<file path="src/rtl/async_fifo_pkg.sv">
// async_fifo_pkg: shared helpers for the async FIFO controllers
// clog2, pointer-width derivation (AW+1) and Gray/binary conversion on 32-bit values.
package async_fifo_pkg;
  function automatic int clog2(input int n);
    int r;
    r = 0;
    while ((1 << r) < n) r++;
    return r;
  endfunction
  function automatic int ptr_width(input int aw);
    return aw + 1;
  endfunction
  function automatic logic [31:0] bin2gray(input logic [31:0] b);
    return b ^ (b >> 1);
  endfunction
  function automatic logic [31:0] gray2bin(input logic [31:0] g);
    logic [31:0] b;
    b = g;
    for (int i = 30; i >= 0; i--) b[i] = b[i+1] ^ g[i];
    return b;
  endfunction
endpackage

</file>
<file path="src/rtl/ptr_sync_2ff.sv">
// ptr_sync_2ff: two-flop synchronizer for a Gray pointer crossing clock domains
// Ports: clk, rst (sync active-high), d (async input), q (synchronized output).
module ptr_sync_2ff #(
  parameter int W = 4
) (
  input  logic         clk,
  input  logic         rst,
  input  logic [W-1:0] d,
  output logic [W-1:0] q
);
  logic [W-1:0] meta;
  always_ff @(posedge clk)
    if (rst) {q, meta} <= '0;
    else     {q, meta} <= {meta, d};
endmodule

</file>
<file path="src/rtl/fifo_rd_ctrl.sv">
// fifo_rd_ctrl: async FIFO read-side controller with FWFT valid/ready output
// Ports: rd_clk/rd_rst (sync active-high); wr_ptr_gray in, rd_ptr_gray out;
// RAM read port ram_rd_en/ram_rd_addr/ram_rd_data (1-cycle read latency);
// stream rd_valid/rd_ready/rd_data; rd_empty; rd_level only with ASYNC_FIFO_RD_LEVEL_EN.
module fifo_rd_ctrl
  import async_fifo_pkg::*;
#(
  parameter int DATA_WIDTH = 8,
  parameter int DEPTH      = 16,
  localparam int AW = clog2(DEPTH),
  localparam int PW = ptr_width(AW)
) (
  input  logic                  rd_clk,
  input  logic                  rd_rst,
  input  logic [PW-1:0]         wr_ptr_gray,
  output logic [PW-1:0]         rd_ptr_gray,
  output logic                  ram_rd_en,
  output logic [AW-1:0]         ram_rd_addr,
  input  logic [DATA_WIDTH-1:0] ram_rd_data,
  output logic                  rd_valid,
  input  logic                  rd_ready,
  output logic [DATA_WIDTH-1:0] rd_data,
  output logic                  rd_empty
`ifdef ASYNC_FIFO_RD_LEVEL_EN
  ,
  output logic [PW-1:0]         rd_level
`endif
);
  logic [PW-1:0] wr_sync, rd_bin, rd_bin_nxt;
  logic [1:0] out_cnt, cnt_pop;
  logic pending, pop;
  logic [DATA_WIDTH-1:0] buf1;

  ptr_sync_2ff #(.W(PW)) u_sync (
    .clk(rd_clk),
    .rst(rd_rst),
    .d  (wr_ptr_gray),
    .q  (wr_sync)
  );

  assign rd_empty    = rd_ptr_gray == wr_sync;
  assign rd_valid    = out_cnt != 2'd0;
  assign pop         = rd_valid && rd_ready;
  assign cnt_pop     = out_cnt - 2'(pop);
  // pending counts toward occupancy so an in-flight word always has a slot
  assign ram_rd_en   = !rd_rst && !rd_empty && ({1'b0, cnt_pop} + 3'(pending)) < 3'd2;
  assign ram_rd_addr = rd_bin[AW-1:0];
  assign rd_bin_nxt  = rd_bin + 1'b1;

  // rd_data is the head entry; buf1 holds the second word when two are buffered
  always_ff @(posedge rd_clk)
    if (rd_rst) begin
      rd_bin      <= '0;
      rd_ptr_gray <= '0;
      out_cnt     <= '0;
      pending     <= 1'b0;
      rd_data     <= '0;
      buf1        <= '0;
    end else begin
      pending <= ram_rd_en;
      if (ram_rd_en) begin
        rd_bin      <= rd_bin_nxt;
        rd_ptr_gray <= PW'(bin2gray(32'(rd_bin_nxt)));
      end
      out_cnt <= cnt_pop + 2'(pending);
      rd_data <= pending && cnt_pop == 2'd0 ? ram_rd_data : pop ? buf1 : rd_data;
      buf1    <= pending && cnt_pop != 2'd0 ? ram_rd_data : buf1;
    end

`ifdef ASYNC_FIFO_RD_LEVEL_EN
  always_ff @(posedge rd_clk)
    rd_level <= rd_rst ? '0 : PW'(gray2bin(32'(wr_sync))) - rd_bin;
`endif
endmodule

</file>
<file path="config.mk">
export PLATFORM = sky130hd
export DESIGN_NAME = fifo_rd_ctrl
export DESIGN_NICKNAME = d
export VERILOG_FILES = /design/src/rtl/async_fifo_pkg.sv /design/src/rtl/ptr_sync_2ff.sv /design/src/rtl/fifo_rd_ctrl.sv
export SDC_FILE = /design/constraint.sdc
export NUM_CORES = 1
export LEC_CHECK = 0
export BUFFER_PORTS_ARGS = -buffer_cell sky130_fd_sc_hd__buf_4
export CAP_MARGIN = 30
export CORE_MARGIN = 10
export CORE_UTILIZATION = 55
export CTS_CLUSTER_DIAMETER = 40
export DETAILED_ROUTE_END_ITERATION = 7
export PLACE_DENSITY = 0.8
export SYNTH_ARGS = -nofsm -noshare
export SYNTH_HDL_FRONTEND = slang
export SYNTH_HIERARCHICAL = 1
export SYNTH_SLANG_ARGS = --single-unit
</file>
<file path="constraint.sdc">
create_clock -name rd_clk -period 7.85 [get_ports rd_clk]
set_clock_uncertainty 0.2 [all_clocks]
set_input_delay 0.785 -clock rd_clk [delete_from_list [all_inputs] [get_ports rd_clk]]
set_output_delay 0.785 -clock rd_clk [all_outputs]
set_load 0.005 [all_outputs]
</file>
### Word-level counts from Yosys, hierarchy flattened

Index checks and enable logic that the tools add are counted.

* $lt $le $gt $ge: 1
* add/sub/neg operators: 4
* muxes and demuxes: 2
* bitwise operators: 1
* eq/ne operators: 1
* reduce and logical (&&, ||, !) cells: 11

Operators with widths (count)
* 8-bit two-way mux: 2
* 2-bit nonzero test: 3
* 5-bit by 1-bit adder with 5-bit output, second input constant: 1
* 5-bit == test: 1
* 1-bit logical AND: 5
* 5-bit by 4-bit bitwise XOR with 5-bit output: 1
* 2-bit by 1-bit adder with 3-bit output: 1
* 3-bit by 2-bit less-than comparator with 1-bit output, second input constant: 1
* 2-bit by 1-bit adder with 2-bit output: 1
* 1-bit zero test: 2
* 2-bit zero test: 1
* 2-bit by 1-bit subtractor with 2-bit output: 1

* bits of input ports: 16
* output and inout port bits: 20
* bits in registers: 39
* logic and storage cells: 28

### Depth between registers and ports, before layout

* depth after elaboration: 6
* depth in mapped cells: 13
* depth with buffers taken out: 12

### Hierarchy

The synthesis kept the hierarchy.

By module, submodules not included
* fifo_rd_ctrl: area each 1415.1 sq um, sequential area each 560.5 sq um, instances 1, cells an instance 149
* ptr_sync_2ff: area each 262.8 sq um, sequential area each 200.2 sq um, instances 1, cells an instance 20

### Least setup slack after synthesis

Ideal clock, no wire load.

* path type: input to output
* start: in rd_ready
* end: out ram_rd_en
* required time: 6865 ps
* arrival time: 2102 ps
* buffers on the path: 0
* slack: 4763 ps
* stages on the path: 10
* path through: nand2_4 inv_1 ha_1 inv_1 ha_1 inv_1 ha_1 inv_1 a21o_1 nor2_1

* word-level cells in the longest chain between the ends: 5

Ends and longest elaborated chain
* start: declaration: line fifo_rd_ctrl.sv:21 `input logic rd_ready,`
* 1-bit logical AND: line fifo_rd_ctrl.sv:43 `assign pop = rd_valid && rd_ready;`
* 2-bit by 1-bit subtractor with 2-bit output: line fifo_rd_ctrl.sv:44 `assign cnt_pop = out_cnt - 2'(pop);`
* 2-bit by 1-bit adder with 3-bit output: line fifo_rd_ctrl.sv:46 `assign ram_rd_en = !rd_rst && !rd_empty && ({1'b0, cnt_pop} + 3'(pending)) < 3'd2;`
* 3-bit by 2-bit less-than comparator with 1-bit output: line fifo_rd_ctrl.sv:46
* 1-bit logical AND: line fifo_rd_ctrl.sv:46
* end: declaration: line fifo_rd_ctrl.sv:17 `output logic ram_rd_en,`

Every way passes these cells.

### Final worst setup path

* start: reg out_cnt[1]
* end: out ram_rd_en

* word-level cells in the longest chain between the ends: 6

Ends and longest elaborated chain
* start: declaration: line fifo_rd_ctrl.sv:30 `logic [1:0] out_cnt, cnt_pop;`
* start signal: assignment: line fifo_rd_ctrl.sv:65 `out_cnt <= cnt_pop + 2'(pending);`
* 2-bit nonzero test: line fifo_rd_ctrl.sv:42 `assign rd_valid = out_cnt != 2'd0;`
* 1-bit logical AND: line fifo_rd_ctrl.sv:43
* 2-bit by 1-bit subtractor with 2-bit output *: line fifo_rd_ctrl.sv:44
* 2-bit by 1-bit adder with 3-bit output *: line fifo_rd_ctrl.sv:46
* 3-bit by 2-bit less-than comparator with 1-bit output *: line fifo_rd_ctrl.sv:46
* 1-bit logical AND *: line fifo_rd_ctrl.sv:46

Mark *: on every way between the ends. The rest lies on a longest branch, timed or not.

==> results.json <==
{
  "numClockSinks": 38,
  "cp-startpoint": "out_cnt[1]",
  "cp_num_cells": 12,
  "hpwl_um": 2470,
  "p_comb_frac": 0.434,
  "regArea_um2": 761,
  "overflow": 0,
  "hold_path_depth": 1,
  "synth-seq-area-share": 0.453,
  "period_needed_ns": 3.62,
  "drive_gt1_frac": 0.241,
  "boundaryPins": 36,
  "cp.arrival_ns": 2.64,
  "p_switching_uw": 232,
  "min_path_type": "register to register",
  "clkLatencyLatePin_ns": 0.34,
  "crit_required_ns": 6.86,
  "syn-cell-area_um2": 1680,
  "cts_buffers": 5,
  "slew_headroom": 0.583,
  "fin_nets": 224,
  "tightest_slew_ns": 0.624,
  "cts_tree": "built",
  "cap_violations": 0,
  "diodes": 0,
  "synth.top_cells.by_area": "dfxtp_1, mux2i_1, nor2b_1, nor2_1, a211oi_1",
  "netlist.area_leader.share": 0.453,
  "power_leakage_uw": 0.000930,
  "finalHoldViolations": 0,
  "intPower_uw": 417,
  "hold_buffers": 0,
  "rr_startpoint": "out_cnt[1]",
  "ir_worst_vdd_mv": 0.197,
  "syn_to_final_growth_pct": 19.4,
  "crit_path_end": "ram_rd_en",
  "fin_hold_ws_ns": 0.244,
  "routedWlPerCell_um": 14.4,
  "start_util": 0.593,
  "core_um2": 2830,
  "final_cell_mix": "dfxtp_1, buf_4, nor2_1, mux2i_1, nor2b_1",
  "yosysTopAreaCell": "dfxtp_1",
  "pwr-share-seq": 0.414,
  "drt_wl_total_um": 3370,
  "syn_inst": 169,
  "antenna_found_initial": 0,
  "worstSetupPathType": "register to output port",
  "clkSlewWorstSetupHoldPaths_ns": 0.10,
  "die_h_um": 75.2,
  "first_iter_violations": 98,
  "nFillCells": 245,
  "worstPathMaxFanout": 9,
  "drc": 0,
  "critPathSlowestCell": "dfxtp_1",
  "final_common_cell": "dfxtp_1",
  "rrSetupSlack_ns": 5.20,
  "r2r_end": "rd_bin[2]",
  "swShare": 0.358,
  "dr.pass1.iters": 4,
  "final_core_util": 0.708,
  "crit_buf_inv": 5,
  "cpPeakStageDelay_ns": 0.33,
  "powerDensity_nw_per_um2": 324,
  "synth_nets": 189,
  "cts_setup_buffers": 0,
  "place.gp.congestion": 0.842,
  "startpoint_type": "register",
  "p_total_uw": 649,
  "clkPwrFrac": 0.153,
  "setup_violations": 0,
  "row_count": 19,
  "clockRootBuffer": "clkbuf_4",
  "cts.htree.levels": 2,
  "status": "finished clean",
  "grt_setup_unrepaired": "false",
  "clock.fmax_mhz": 276,
  "portBuffers": 35,
  "grt_pass1_wl_um": 5620,
  "multi_input_area_um2": 856,
  "worstPathCellList": "or2_2, nand2_4, inv_1, ha_1, inv_1, ha_1, inv_1, ha_1, inv_1, a21o_1, nor2_1, buf_4",
  "cts_buffer_depth": 2,
  "yosysUniqueCellTypes": 38,
  "cp_top_family": "adder cells",
  "die_w_um": 75.2,
  "post-route-period-util": 0.462,
  "ys_ff_latch": 38,
  "cts.repair.resized": 0,
  "via_per_inst": 5.53,
  "avgSynthCellArea_um2": 9.93,
  "setup_tns_ns": 0,
  "vias": 1295,
  "antenna_left": 0,
  "crit_top_cell": "inv_1",
  "rr_worst_depth": 11,
  "drv_slew": 0,
  "grt_max_degree": 41,
  "grt_pass1_vias": 1282,
  "track_usage": 0.127,
  "die-area_um2": 5660,
  "ys_warn_count": 6,
  "cp-end-kind": "output port"
}
cell families after synthesis:
kind of cell,synth area share
XOR/XNOR,0.0626
AO/OA/AOI/OAI,0.123
adder cells (fa/ha/maj),0.0298
AND/OR/NAND/NOR,0.167
buffers and inverters,0.0365
flip-flops,0.453
multiplexers,0.128
routing by layer:
| layer | vias to the layer above | track usage | wire (µm) | share of wire |
|---|---|---|---|---|
| li1 | 650 | - | - | - |
| met2 | 29 | 0.210 | 1670 | 0.50 |
| met1 | 605 | 0.143 | 1450 | 0.43 |
| met3 | 11 | 0.0420 | 180 | 0.053 |
| met4 | 0 | 0.0639 | 57 | 0.017 |
| met5 | - | 0 | 0 | 0 |
cell usage after synthesis:
cell and n:
a2111oi_0 1, a2111oi_1 1, a211oi_1 9, a211oi_2 1, a21bo_2 1, a21boi_0 1
a21boi_1 1, a21o_1 1, a21oi_1 1, a21oi_2 1, a311o_1 1, a31o_1 1
a41oi_1 1, and2_1 1, and3_1 2, buf_1 1, buf_2 4, clkbuf_1 3
clkinv_1 1, dfxtp_1 38, ha_1 4, inv_1 6, mux2_1 3, mux2i_1 18
nand2_1 6, nand2_4 1, nand3_1 2, nand4_1 2, nor2_1 22, nor2_2 1
nor2b_1 15, nor3_4 1, o2bb2ai_1 2, o31a_1 1, o31ai_1 1, or2_2 1
xnor2_1 5, xor2_1 7
layout make-up:
| class | count | area share |
|---|---|---|
| Multi-Input combinational cell | 116 | 0.427 |
| Clock buffer | 6 | 0.0256 |
| Sequential cell | 38 | 0.380 |
| Tap cell | 31 | 0.0194 |
| Inverter | 7 | 0.0131 |
| Timing Repair Buffer | 36 | 0.135 |
worst register-to-register path, stage by stage (launching register included):
cell and delay (ns):
dfxtp_1 0.33, or2_2 0.33, nand2_4 0.17, inv_1 0.07, ha_1 0.31, inv_1 0.05
ha_1 0.16, inv_1 0.05, ha_1 0.19, inv_1 0.14, a2111oi_1 0.41, a311o_1 0.18
flip-flops by register name, indices dropped and copies added, names as in the netlist:
signal       cells
rd_bin           4
u_sync/meta      5
out_cnt          2
u_sync/q         5
rd_data          8
pending          1
buf1             8
rd_ptr_gray      5
power by group through the flow:
stage	registers, µW	clock network [µW]	logic (µW)
after floorplan	267	0	191
after global placement	270	0	274
after detailed placement	273	0	283
after CTS	268	103	285
final	268	99.1	281
after global routing	275	111	314
worst min-delay path by stage:
| stage | startpoint | to | slack [ns] |
|---|---|---|---|
| floorplan | u_sync/meta[0] | u_sync/q[0] | 0.21 |
| global placement | u_sync/meta[3] | u_sync/q[3] | 0.22 |
| detailed placement | u_sync/meta[4] | u_sync/q[4] | 0.22 |
| CTS | u_sync/meta[4] | u_sync/q[4] | 0.25 |
| global route | u_sync/meta[1] | u_sync/q[1] | 0.26 |
| finish | u_sync/meta[2] | u_sync/q[2] | 0.24 |
through the flow:
stage               setup slack, ns  cell area (µm²)  std cells
finish                         4.23             2000        234
global route                   4.06             2000        234
CTS                            4.21             2000        234
detailed placement             4.36             1950        228
global placement               4.44             1950        228
floorplan                      4.76             1680        169
Power figures use the tool's default switching activity.
